`config.mk`:
```
export PLATFORM = sky130hd
export DESIGN_NAME = fifo_stream_read_adapter_flat
export DESIGN_NICKNAME = d
export VERILOG_FILES = /design/src/rtl/fifo_stream_read_adapter_if.sv /design/src/rtl/fifo_stream_read_adapter.sv /design/src/flat_wrapper.sv
export SDC_FILE = /design/constraint.sdc
export NUM_CORES = 1
export LEC_CHECK = 0
export CAP_MARGIN = 20
export CELL_PAD_IN_SITES_DETAIL_PLACEMENT = 1
export CELL_PAD_IN_SITES_GLOBAL_PLACEMENT = 1
export CORE_UTILIZATION = 44
export CTS_BUF_LIST = sky130_fd_sc_hd__clkbuf_8
export DETAILED_ROUTE_END_ITERATION = 16
export GPL_ROUTABILITY_DRIVEN = 1
export PLACE_DENSITY = 0.85
export SYNTH_ARGS = -nofsm -noshare
export SYNTH_HDL_FRONTEND = slang
export SYNTH_SLANG_ARGS = --single-unit
```
`constraint.sdc`:
```
create_clock -name clock -period 3.34 [get_ports clock]
set_clock_uncertainty 0.05 [all_clocks]
set_input_delay 0.668 -clock clock [delete_from_list [all_inputs] [get_ports clock]]
set_output_delay 0.668 -clock clock [all_outputs]
set_load 0.1 [all_outputs]
```
`src/rtl/fifo_stream_read_adapter_if.sv`:
```
// fifo_stream_read_adapter_if: valid/ready stream carrying the adapter's output words
interface fifo_stream_read_adapter_if #(parameter int DATA_WIDTH = 16);
  logic [DATA_WIDTH-1:0] stream_data;
  logic stream_valid;
  logic stream_ready;
  modport master (output stream_data, stream_valid, input stream_ready);
  modport slave (input stream_data, stream_valid, output stream_ready);
endinterface

```
`src/rtl/fifo_stream_read_adapter.sv`:
```
// fifo_stream_read_adapter: FIFO read port to valid/ready stream via credit-limited skid buffer; FIFO_STREAM_ADAPTER_STATS_EN adds words_transferred
module fifo_stream_read_adapter #(
  parameter int DATA_WIDTH = 16,
  parameter int READ_LATENCY = 1,
  parameter int BUFFER_DEPTH = 4
) (
  input  logic clock,
  input  logic reset,
  input  logic fifo_empty,
  input  logic [DATA_WIDTH-1:0] fifo_read_data,
  input  logic fifo_read_data_valid,
  output logic fifo_read_enable,
  input  logic flush,
  fifo_stream_read_adapter_if.master stream,
  output logic protocol_error
`ifdef FIFO_STREAM_ADAPTER_STATS_EN
  ,
  output logic [31:0] words_transferred
`endif
);
  localparam int PW = $clog2(BUFFER_DEPTH);
  localparam int CW = $clog2(BUFFER_DEPTH + READ_LATENCY + 2) + 1;
  logic [CW-1:0] in_flight_q, in_flight_d, count_q, count_d, discard_q, discard_d;
  logic [PW-1:0] rd_ptr_q, rd_ptr_d, wr_ptr_q, wr_ptr_d;
  logic [DATA_WIDTH-1:0] mem_q [BUFFER_DEPTH];
  logic protocol_error_q;
  logic ret, returned, push, pop;
  assign fifo_read_enable = !reset && !fifo_empty && !flush && (in_flight_q + count_q < CW'(BUFFER_DEPTH));
  assign ret = fifo_read_data_valid;
  assign returned = ret && in_flight_q != '0;
  assign push = ret && discard_q == '0 && !flush;
  assign stream.stream_valid = count_q != '0 && !flush;
  assign stream.stream_data = mem_q[rd_ptr_q];
  assign pop = stream.stream_valid && stream.stream_ready;
  assign protocol_error = protocol_error_q;
  // next state of credit, occupancy, discard and pointer bookkeeping
  always_comb begin
    in_flight_d = in_flight_q + CW'(fifo_read_enable) - CW'(returned);
    discard_d = flush ? in_flight_q - CW'(returned) : discard_q - CW'(ret && discard_q != '0);
    count_d = flush ? '0 : count_q + CW'(push) - CW'(pop);
    rd_ptr_d = flush ? wr_ptr_q : rd_ptr_q + PW'(pop);
    wr_ptr_d = wr_ptr_q + PW'(push);
  end
  // state registers, skid buffer storage and sticky protocol error
  always_ff @(posedge clock) begin
    if (reset) begin
      in_flight_q <= '0;
      count_q <= '0;
      discard_q <= '0;
      rd_ptr_q <= '0;
      wr_ptr_q <= '0;
      protocol_error_q <= 1'b0;
      for (int i = 0; i < BUFFER_DEPTH; i++) mem_q[i] <= '0;
    end else begin
      in_flight_q <= in_flight_d;
      count_q <= count_d;
      discard_q <= discard_d;
      rd_ptr_q <= rd_ptr_d;
      wr_ptr_q <= wr_ptr_d;
      protocol_error_q <= protocol_error_q || (ret && in_flight_q == '0);
      if (push) mem_q[wr_ptr_q] <= fifo_read_data;
    end
  end
`ifdef FIFO_STREAM_ADAPTER_STATS_EN
  logic [31:0] words_transferred_q;
  assign words_transferred = words_transferred_q;
  // count accepted output words, wrapping naturally; flush leaves it alone
  always_ff @(posedge clock) begin
    if (reset) words_transferred_q <= '0;
    else words_transferred_q <= words_transferred_q + 32'(pop);
  end
`endif
endmodule

```
`src/flat_wrapper.sv`:
```
// flat-port wrapper written by rule: the top's interface ports become plain ports
module fifo_stream_read_adapter_flat 
#(
  parameter int DATA_WIDTH = 16,
  parameter int READ_LATENCY = 1,
  parameter int BUFFER_DEPTH = 4
)
  (clock, reset, fifo_empty, fifo_read_data, fifo_read_data_valid, fifo_read_enable, flush, protocol_error, stream_stream_data, stream_stream_valid, stream_stream_ready);
  fifo_stream_read_adapter_if #(.DATA_WIDTH(DATA_WIDTH)) stream_i ();
  input  logic clock;
  input  logic reset;
  input  logic fifo_empty;
  input  logic [DATA_WIDTH-1:0] fifo_read_data;
  input  logic fifo_read_data_valid;
  output logic fifo_read_enable;
  input  logic flush;
  output logic protocol_error;
  output wire logic [$bits(stream_i.stream_data)-1:0] stream_stream_data;
  output wire logic [$bits(stream_i.stream_valid)-1:0] stream_stream_valid;
  input wire logic [$bits(stream_i.stream_ready)-1:0] stream_stream_ready;
  assign stream_stream_data = stream_i.stream_data;
  assign stream_stream_valid = stream_i.stream_valid;
  assign stream_i.stream_ready = stream_stream_ready;
  fifo_stream_read_adapter #(.DATA_WIDTH(DATA_WIDTH), .READ_LATENCY(READ_LATENCY), .BUFFER_DEPTH(BUFFER_DEPTH)) u_core (.clock(clock), .reset(reset), .fifo_empty(fifo_empty), .fifo_read_data(fifo_read_data), .fifo_read_data_valid(fifo_read_data_valid), .fifo_read_enable(fifo_read_enable), .flush(flush), .stream(stream_i), .protocol_error(protocol_error));
endmodule
```
==> flow_summary.toml, run 1 <==
[logic_synthesis]
synth_seq_cells = 81
yosysTopAreaCellShare = 0.4815
syn_area_um2 = 3991
yosysMostFrequentCell = "edfxtp_1"
synth_nets = 326
synth.top_cells.by_count = "edfxtp_1, and2_1, ha_1"
synth_async_sr_flop_share = 0
ys_warn_count = 0
yosysTopAreaCell = "edfxtp_1"
synthTopCellsByArea = "edfxtp_1, and2_1, mux4_2, dfxtp_1, ha_1"
synth-main-ff-cell = "edfxtp_1"
synth.distinct_cells = 39
syn_inst = 283
synth_edf_count = 64
yosysSeqAreaShare = 0.5668
syn_avg_cell_area_um2 = 14.10

[timing]
max-slew-margin-rel = 0.3945
fmax_ghz = 0.3447
setup_viol = 0
fin_crit_sh = 0.8685
worstMarginPinSlew_ns = 0.9070
fin_hold_ws_ns = 0.4431
rsz0062_at_grt = "false"
final-hold-violation-count = 0
fin_crit_ns = 2.901
slew_violations = 0

[routing]
drtIter0Drc = 66
vias = 2357
post-route-drc-count = 0
wl_um = 8448
viasPerCell = 5.261
ant_nets = 0
first_pass_iters = 4
wl_per_cell_um = 18.86

[floorplan]
coreArea_um2 = 8763
fp-row-count = 34
io_pins = 41
die-height_um = 97.24
start_util = 0.4555
die_area_um2 = 9456
die_x_um = 97.24

[cts]
cts_resized = 0
clock_latency_ns = 0.35
clockRootBuffer = "clkbuf_8"
ctsHtreeMaxLevel = 3
clk_pin_slew_ns = 0.09
numCtsBuffers = 9
post_cts_buffers = 0
cts_sinks = 81
hold_buffers = 0
cts_buffer_depth = 2
cts_tree = "done"

[run]
maxCapViolCount = 0

[worst_setup_path]
r2r_slack_ns = 0.65
crit_start = "flush"
critPathRequiredTime_ns = 3.53
cp.arrival_ns = 3.09
r2r.worst_path.cells = 10
worstSetupPathType = "input port to register"
cp_max_fo = 2
r2r_start = "u_core.in_flight_q[1]"
cp-end-kind = "register"
start_kind = "input port"
r2r_end = "u_core.in_flight_q[2]"

[placed_design]
port_buffers = 40
dp_hpwl_um = 5911
place.gp.congestion = 0.7359
placed_area_um2 = 4561
dp_cells = 432

[worst_hold_path]
min_to = "u_core.protocol_error"
hp-class = "register to register"
hold_start = "u_core.protocol_error"
whs_path_depth = 2

[global_routing]
grt_max_degree = 24
grt_pass1_wl_um = 13810
grtUsageTotal = 0.1936
grt_pass1_vias = 2672
antenna_found_initial = 0
gr-total-overflow = 0

[final_layout]
fin_area_um2 = 4768
fin_cells = 448
fillCellCount = 888
antenna_cells = 0
synthToLayoutAreaGrowth_pct = 19.47
final_nets = 378
multi_input_area_um2 = 1613
final_layout_size_suffix_gt1_frac = 0.2500
seq_area_um2 = 2262

[power_and_ir_drop]
ir_drop_mv = 0.2951
powerDensity_nw_per_um2 = 608.5
leakage_nw = 1.852
p_total_mw = 2.901

[outcome]
status = "finished clean"
[placed cells by master (no fill, tap or decap), types with 4 or more instances in the layout]
master | Yosys | final
and2_1 | 63 | 63
nor2_1 | 11 | 11
clkdlybuf4s50_1 | 0 | 21
nor2b_1 | 4 | 4
and2_2 | 7 | 7
clkbuf_8 | 0 | 9
xnor2_1 | 5 | 5
buf_4 | 0 | 31
dfxtp_1 | 17 | 17
edfxtp_1 | 64 | 64
ha_1 | 19 | 19
mux4_2 | 16 | 16
a21oi_1 | 4 | 4
xor2_1 | 4 | 4
inv_1 | 18 | 18
a211oi_1 | 4 | 4
[cell type report]
class / count / share of cell area
Tap cell: 108 / 0.02834
Timing Repair Buffer: 54 / 0.1013
Multi-Input combinational cell: 171 / 0.3382
Clock buffer: 9 / 0.02598
Inverter: 18 / 0.01417
Clock inverter: 7 / 0.01758
Sequential cell: 81 / 0.4744
[critical path, stage by stage]
cell and delay [ns]:
clkdlybuf4s50_1 0.42, or3_1 0.41, o41a_1 0.42, ha_1 0.29
inv_1 0.05, ha_1 0.15, inv_1 0.06, fa_1 0.38
xnor2_1 0.17, nor2_1 0.06
[power breakdown]
| part | leakage (nW) | total, mW | internal [mW] | switching (mW) |
|---|---|---|---|---|
| Sequential | 0.802 | 1.26 | 1.19 | 0.0704 |
| Combinational | 0.948 | 0.890 | 0.326 | 0.564 |
| Clock | 0.103 | 0.756 | 0.360 | 0.396 |
| Total | 1.85 | 2.90 | 1.87 | 1.03 |
[state kept, by name (all words and copies together), names as in the netlist]
signal	count
u_core.rd_ptr_q	2
u_core.in_flight_q	4
u_core.wr_ptr_q	2
u_core.mem_q	64
u_core.count_q	4
u_core.discard_q	4
u_core.protocol_error	1
[through the flow]
| stage | TNS, ns | util | setup slack [ns] |
|---|---|---|---|
| 2_1_floorplan | -0.2535 | - | -0.2535 |
| 3_3_place_gp | 0 | 0.5204 | 0.1757 |
| 3_5_place_dp | 0 | 0.5204 | 0.05936 |
| 4_1_cts | 0 | 0.5441 | 0.4296 |
| 5_1_grt | 0 | 0.5441 | 0.3174 |
| 6_report | 0 | 0.5441 | 0.4392 |
[layer usage]
metal	wire [µm]	vias up	GRT usage
li1	-	1123	-
met1	3295	1168	0.2117
met2	4678	47	0.3657
met3	223	19	0.03669
met4	251	0	0.07805
met5	0	-	0
[worst max-delay path by stage]
stage | end | slack [ns]
2_1_floorplan | fifo_read_enable | -0.25
3_5_place_dp | u_core.in_flight_q[2] | 0.06
5_1_grt | u_core.in_flight_q[2] | 0.32
6_report | u_core.in_flight_q[2] | 0.44
3_3_place_gp | u_core.in_flight_q[2] | 0.18
4_1_cts | fifo_read_enable | 0.43
[kinds of logic after synthesis]
| group | count (synthesis) | synth area share |
|---|---|---|
| flops | 81 | 0.5668 |
| xor+xnor | 9 | 0.01975 |
| mux | 19 | 0.09812 |
| buf+inv | 31 | 0.03761 |
| compound gates | 20 | 0.03731 |
| simple gates | 102 | 0.1708 |
| fa+ha+maj | 21 | 0.06959 |
No activity file was read; power rests on OpenSTA's default activity.
==> run 2: changes to the inputs <==
Settings changed: MAX_ROUTING_LAYER set to met4.
==> flow_summary.toml, run 2 (synthesis results as in run 1) <==
[worst_setup_path]
cp-end-kind = "register"
critPathRequiredTime_ns = 3.53
r2r_slack_ns = 0.65
r2r_end = "u_core.in_flight_q[2]"
worstSetupPathType = "input port to register"
cp.arrival_ns = 3.09
r2r_start = "u_core.in_flight_q[1]"
cp_max_fo = 2
r2r.worst_path.cells = 10
start_kind = "input port"

[routing]
post-route-drc-count = 0
first_pass_iters = 4
drtIter0Drc = 65
vias = 2346
wl_per_cell_um = 18.85
ant_nets = 0
wl_um = 8447
viasPerCell = 5.237

[power_and_ir_drop]
clockPowerShare = 0.261
p_sw_mw = 1.032
p_int_mw = 1.871
leakage_nw = 1.852
powerDensity_nw_per_um2 = 608.9
seqPwrFrac = 0.432
combPwrFrac = 0.306
ir_drop_mv = 0.2951
switching_share = 0.3556

[global_routing]
grt_pass1_vias = 2676
grtUsageTotal = 0.1991
grt_max_degree = 24
gr-total-overflow = 0
grt_pass1_wl_um = 13800
antenna_found_initial = 0

[final_layout]
antenna_cells = 0
layout_commonest_cell = "edfxtp_1"
final_layout_size_suffix_gt1_frac = 0.2500
top_register = "u_core.mem_q"
layout_common_cells = "edfxtp_1, and2_1, buf_4"
final_nets = 378
fillCellCount = 888
largest_reg_flops = 64
synthToLayoutAreaGrowth_pct = 19.47
fin_cells = 448

[floorplan]
die_area_um2 = 9456
io_pins = 41
coreArea_um2 = 8763
die_x_um = 97.24
start_util = 0.4555
die-height_um = 97.24
fp-row-count = 34

[cts]
clk_pin_slew_ns = 0.09
numCtsBuffers = 9
clock_latency_ns = 0.35
cts_resized = 0
cts_sinks = 81
hold_buffers = 0
post_cts_buffers = 0
cts_tree = "done"
clockRootBuffer = "clkbuf_8"
cts_buffer_depth = 2
ctsHtreeMaxLevel = 3

[timing]
setup_viol = 0
worstMarginPinSlew_ns = 0.8875
rsz0062_at_grt = "false"
final-hold-violation-count = 0
fin_setup_tns_ns = 0
fin_crit_ns = 2.899
fin_crit_sh = 0.8679
fmax_ghz = 0.3450
max-slew-margin-rel = 0.4075
slew_violations = 0

[placed_design]
port_buffers = 40
dp_cells = 432
dp_hpwl_um = 5911
place.gp.congestion = 0.7450

[worst_hold_path]
min_to = "u_core.protocol_error"
hold_start = "u_core.protocol_error"
whs_path_depth = 2
hp-class = "register to register"

[outcome]
status = "finished clean"

[run]
maxCapViolCount = 0
==> run 2: worst max-delay path by stage <==
| stage | startpoint | end | slack (ns) |
|---|---|---|---|
| floorplan | flush | fifo_read_enable | -0.25 |
| global placement | flush | u_core.in_flight_q[2] | 0.18 |
| detailed placement | flush | u_core.in_flight_q[2] | 0.06 |
| CTS | flush | fifo_read_enable | 0.43 |
| global route | flush | u_core.in_flight_q[2] | 0.32 |
| finish | flush | u_core.in_flight_q[2] | 0.44 |
==> run 2: per-stage QoR <==
stage / worst slack [ns] / util / total power [mW] / hold slack (ns) / instance area [µm²]
2_1_floorplan: -0.2535 / - / 1.950 / 0.4753 / 4005
3_3_place_gp: 0.1757 / 0.5204 / 2.131 / 0.4045 / 4561
3_5_place_dp: 0.05936 / 0.5204 / 2.178 / 0.4214 / 4561
4_1_cts: 0.4296 / 0.5441 / 2.935 / 0.4435 / 4768
5_1_grt: 0.3174 / 0.5441 / 3.041 / 0.5210 / 4768
6_report: 0.4413 / 0.5441 / 2.903 / 0.4431 / 4768
==> run 2: layer usage <==
| metal | up-vias | global-route usage | routed length (µm) |
|---|---|---|---|
| met5 | - | - | 0 |
| met3 | 18 | 0.03525 | 212 |
| met1 | 1161 | 0.2122 | 3332 |
| li1 | 1123 | - | - |
| met2 | 44 | 0.3657 | 4649 |
| met4 | 0 | 0.07805 | 252 |
==> run 2: cell type report <==
type / instances / area (µm²) / share of cell area
timing repair buffer: 54 / 483.0 / 0.1013
multi-input combinational: 171 / 1613 / 0.3382
clock buffer: 9 / 123.9 / 0.02598
tap: 108 / 135.1 / 0.02834
clock inverter: 7 / 83.83 / 0.01758
sequential: 81 / 2262 / 0.4744
inverter: 18 / 67.56 / 0.01417
==> run 2: critical path, stage by stage <==
cell and delay (ns):
clkdlybuf4s50_1 0.42, or3_1 0.41, o41a_1 0.42, ha_1 0.29
inv_1 0.05, ha_1 0.15, inv_1 0.06, fa_1 0.38
xnor2_1 0.17, nor2_1 0.06
==> run 2: power by group through the flow <==
stage	sequential, mW	combinational (mW)	clock [mW]
floorplan	1.28	0.671	0
global placement	1.27	0.861	0
detailed placement	1.28	0.897	0
CTS	1.26	0.903	0.773
global route	1.27	0.972	0.799
finish	1.26	0.890	0.758
==> run 3: changes to the inputs <==
Settings changed: CELL_PAD_IN_SITES_GLOBAL_PLACEMENT 1 to 2, CORE_UTILIZATION 44 to 38, PLACE_DENSITY 0.85 to 0.86, RECOVER_POWER set to 100.
==> flow_summary.toml, run 3 (synthesis results as in run 1) <==
[timing]
final-hold-violation-count = 0
fin_ws_ns = 0.4192
fmax_ghz = 0.3424
fin_crit_sh = 0.8745
fin_crit_ns = 2.921
fin_setup_tns_ns = 0
slew_violations = 0
setup_viol = 0
worstMarginPinSlew_ns = 1.156
max-slew-margin-rel = 0.2325
rsz0062_at_grt = "false"

[worst_setup_path]
cp_max_fo = 2
critPathRequiredTime_ns = 2.62
cp.arrival_ns = 2.20
cp-end-kind = "output port"
worstSetupPathType = "input port to output port"
r2r.worst_path.cells = 10
slowest_stage = "o41ai_2"
max_stage_delay_ns = 0.47
start_kind = "input port"
path_cells = "clkdlybuf4s50_1 > or3_1 > o41ai_2 > buf_12"

[cts]
hold_buffers = 0
post_cts_buffers = 0
cts_tree = "done"
clockRootBuffer = "clkbuf_8"
cts_resized = 0
cts_sinks = 81
ctsHtreeMaxLevel = 3
numCtsBuffers = 9
cts_buffer_depth = 2
clk_pin_slew_ns = 0.08
clock_latency_ns = 0.36

[global_routing]
grt_pass1_vias = 2638
grtUsageTotal = 0.1751
gr-total-overflow = 0
use_met2 = 0.3013
grt_pass1_wl_um = 13950
grt-busiest-layer = "met2"
antenna_found_initial = 0
gr-usage-met3 = 0.03509
met1_usage = 0.2044
grt_max_degree = 24

[placed_design]
place.gp.congestion = 0.7038
port_buffers = 40
preCtsSetupSlack_ns = 0.08419
dp_hpwl_um = 5913

[worst_hold_path]
hp-class = "register to register"
whs_path_depth = 2

[floorplan]
start_util = 0.3901
die_area_um2 = 10920
io_pins = 41
die-height_um = 104.5
die_x_um = 104.5
fp-row-count = 37
coreArea_um2 = 10230

[routing]
drtIter0Drc = 75
wl_per_cell_um = 17.60
vias = 2357
first_pass_iters = 4
post-route-drc-count = 0
ant_nets = 0
wl_um = 8412
viasPerCell = 4.931

[final_layout]
final_layout_size_suffix_gt1_frac = 0.1959
final_nets = 380
layout_commonest_cell = "edfxtp_1"
fillCellCount = 1083
layout_common_cells = "edfxtp_1, and2_0, and2_1"
seq_area_um2 = 2262
multi_input_area_um2 = 1550
synthToLayoutAreaGrowth_pct = 16.55
antenna_cells = 0
top_register = "u_core.mem_q"
largest_reg_flops = 64

[run]
maxCapViolCount = 0

[power_and_ir_drop]
ir_drop_mv = 0.3319
powerDensity_nw_per_um2 = 609.9
leakage_nw = 1.735

[outcome]
status = "finished clean"
==> run 3: cell types whose count changed in the layout (fill, tap and decap cells not counted), sizes merged <==
cell           previous run  this run
clkdlybuf4s50            21        20
clkbuf                    9        39
buf                      33         5
dlygate4sd3               0         1
==> run 3: worst max-delay path, delay by kind of cell <==
family          cells  cell delay, ns
compound gates      1            0.47
simple gates        1            0.41
buf+inv             2            0.65
==> run 3: layer usage <==
layer / part of all wire / vias to the layer above
met5: 0 / -
met4: 0.017 / 0
met3: 0.028 / 10
met2: 0.52 / 34
met1: 0.43 / 1192
li1: - / 1121
==> run 3: per-stage QoR <==
step	utilization	power [mW]	std cells	hold WS (ns)	instance area, µm²
finish	0.4547	2.837	478	0.4358	4652
global route	0.4547	2.989	478	0.5004	4652
CTS	0.4710	2.933	478	0.4487	4818
detailed placement	0.4507	2.170	462	0.4203	4611
global placement	0.4507	2.146	462	0.4050	4611
floorplan	-	1.950	283	0.4753	4005
==> run 3: power by group <==
group          internal, mW  switching (mW)  leakage [nW]  total (mW)
Combinational         0.285           0.541         0.830       0.825
Sequential             1.19          0.0663         0.802        1.25
Clock                 0.360           0.400         0.103       0.760
==> run 3: final cells by class <==
cell class                 instances  share of cell area
clock inverter                     7             0.01802
multi-input combinational        171              0.3332
timing repair buffer              56             0.08472
sequential                        81              0.4863
inverter                          18             0.01452
clock buffer                       9             0.02663
tap                              136             0.03658
==> run 3: path summary, 6_finish.rpt <==
path | from | to | slack (ns)
setup / recovery | flush | fifo_read_enable | 0.42
hold / removal | u_core.protocol_error | u_core.protocol_error | 0.44
setup reg to reg | u_core.in_flight_q[1] | u_core.in_flight_q[2] | 0.67
hold reg to reg | u_core.protocol_error | u_core.protocol_error | 0.44
==> variant: new RTL, flow settings as in run 3 <==
`DATA_WIDTH` is set to 16 in 3 places; all go to 18.
--- a/src/rtl/fifo_stream_read_adapter_if.sv
+++ b/src/rtl/fifo_stream_read_adapter_if.sv
@@ -1,4 +1,4 @@
 // fifo_stream_read_adapter_if: valid/ready stream carrying the adapter's output words
-interface fifo_stream_read_adapter_if #(parameter int DATA_WIDTH = 16);
+interface fifo_stream_read_adapter_if #(parameter int DATA_WIDTH = 18);
   logic [DATA_WIDTH-1:0] stream_data;
   logic stream_valid;
--- a/src/rtl/fifo_stream_read_adapter.sv
+++ b/src/rtl/fifo_stream_read_adapter.sv
@@ -1,5 +1,5 @@
 // fifo_stream_read_adapter: FIFO read port to valid/ready stream via credit-limited skid buffer; FIFO_STREAM_ADAPTER_STATS_EN adds words_transferred
 module fifo_stream_read_adapter #(
-  parameter int DATA_WIDTH = 16,
+  parameter int DATA_WIDTH = 18,
   parameter int READ_LATENCY = 1,
   parameter int BUFFER_DEPTH = 4
--- a/src/flat_wrapper.sv
+++ b/src/flat_wrapper.sv
@@ -2,5 +2,5 @@
 module fifo_stream_read_adapter_flat 
 #(
-  parameter int DATA_WIDTH = 16,
+  parameter int DATA_WIDTH = 18,
   parameter int READ_LATENCY = 1,
   parameter int BUFFER_DEPTH = 4
Ports: changed (resized fifo_read_data and stream_stream_data); port bits go from 41 to 45. The function was not compared with the original's and may differ.
==> variant against run 3 <==
  * Sequential cell count up 8
  * Area after synthesis up 9.0%
  * Power up 8.6%
  * Final area up 9.4%
  * Fmax down 3.4%
  * Hold slack worse by 0.0015 ns
  * Via count up 8.5%
  * Worst setup slack worse by 0.10 ns
  * Non-clock buffer count down 2
  * Routed wire length up 12%
  * Utilization up 0.89 points
  * Global-route usage up 0.89 points
  * Sequential share of layout area up 0.52 points
  * Critical path type is now in -> reg
  * Critical endpoint is now u_core.mem_q[0][3]$_SDFFCE_PN0P_
  * Highest routed layer unchanged
==> variant: results (changes against run 3) <==
* Status: finished clean
* Clock tree buffer depth at 2 (unchanged)
* R2r endpoint: u_core.in_flight_q[2]$_SDFF_PP0_
* Iteration-0 DRC Markers at 109 (+45%)
* Placement Cell Area at 5220 sq um (+13%)
* Worst Path Arrival at 3.21 ns (+1.01 ns)
* Global-route wire length before repair at 15,400 microns (+10%)
* Peak supply drop at 331 uV (-0.22%)
* Syn Nets at 346 (+6.1%)
* Capture point of the worst path: u_core.mem_q[0][3]$_SDFFCE_PN0P_
* WHS Endpoint: u_core.protocol_error$_SDFF_PP0_
* Leak Pwr at 1.92 nW (+11%)
* Critical R2R Launch: u_core.in_flight_q[1]$_SDFF_PP0_
* Syn Area/Cell at 14.5 sq um (+2.5%)
* Number of synthesized flops with an enable pin at 72 (+13%)
* Critical path origin: reset
* Synth warnings at 0 (unchanged)
* Max incr delay on CP at 0.79 ns (+0.32 ns)
* Via count at 2,557 (+8.5%)
* Gr usage total at 18.4% (+0.89 points)
* Length in cells of the worst reg-to-reg path at 10 (unchanged)
* DP Cell Count at 482 (+4.3%)
* Synth unique cells at 39 (unchanged)
* CP Max Fanout at 21 (+19)
* Drt wl/cell at 19.0 microns (+7.7%)
* Synth top cells by count: 72 x edfxtp_1, 53 x and2_1, 25 x and2_2, 19 x ha_1
* CTS resizes at 0 (unchanged)
* ANT cells at 0 (unchanged)
* Max reg flops at 72 (+13%)
* Clock transition at path regs at 0.09 ns
* NumNets Final at 398 (+4.7%)
* Layout cells sized above 1 at 26.5% (+6.9 points)
* Final worst slack at 0.317 ns (-0.103 ns)
* Worst slew pin tran at 1.17 ns (+0.0104 ns)
* IO buf count at 44 (+10%)
* Vias in the first global route at 2,867 (+8.7%)
* Dpl ws at 0.110 ns (+0.0262 ns)
* Post-DP HPWL at 6510 microns (+10%)
* Slowest CP cell: nor4_4
* Largest net degree at the start of global routing at 22 (-8.3%)
* Synth top area cells: edfxtp_1 50%, mux4_2 9.3%, dfxtp_1 7.8%
* Routed WL at 9440 microns (+12%)
* Sequential share of the synthesized area at 57.5% (+0.84 points)
* HP Start: u_core.protocol_error$_SDFF_PP0_
* Routability cong. at 0.746 (+5.9%)
## variant: power by group
group	switching, mW	internal [mW]
clock network	0.405	0.431
registers	0.0651	1.30
logic	0.583	0.296
## variant: critical path: cells and delay by family
kind                   cells  cell delay [ns]
AND/OR/NAND/NOR            3             1.60
buffers and inverters      2             0.93
## variant: per-layer routing
metal  vias up  part of all wire, %  track usage (%)
met1      1309                   41             21.1
met2        44                   53             32.3
met5         -                    0                -
li1       1192                    -                -
met4         0                  1.2             4.83
met3        12                  4.2             4.18
## variant: cells by family (layout without fill, tap and decap cells)
logic type      after synthesis  count (layout)  synth area share (%)
fa+ha+maj                    21              21                  6.38
simple gates                110             110                  17.3
flops                        89              89                  57.5
buf+inv                      31              88                  3.59
xor+xnor                      9               9                  1.81
mux                          21              21                  10.0
compound gates               20              20                  3.37
## variant: cell type report
| type | count | area (sq um) |
|---|---|---|
| Inverter | 18 | 67.6 |
| Fill cell | 1128 | 5890 |
| Clock inverter | 7 | 101 |
| Tap cell | 140 | 175 |
| Multi-Input combinational cell | 181 | 1700 |
| Timing Repair Buffer | 54 | 418 |
| Clock buffer | 9 | 124 |
| Sequential cell | 89 | 2500 |
## variant: stage by stage
step           util [%]  total power, mW  hold slack [ns]
2_1_floorplan         -             2.09            0.483
3_3_place_gp       47.5             2.40            0.411
3_5_place_dp       47.5             2.43            0.420
4_1_cts            49.5             3.27            0.446
5_1_grt            46.4             3.25            0.459
6_report           46.4             3.08            0.434
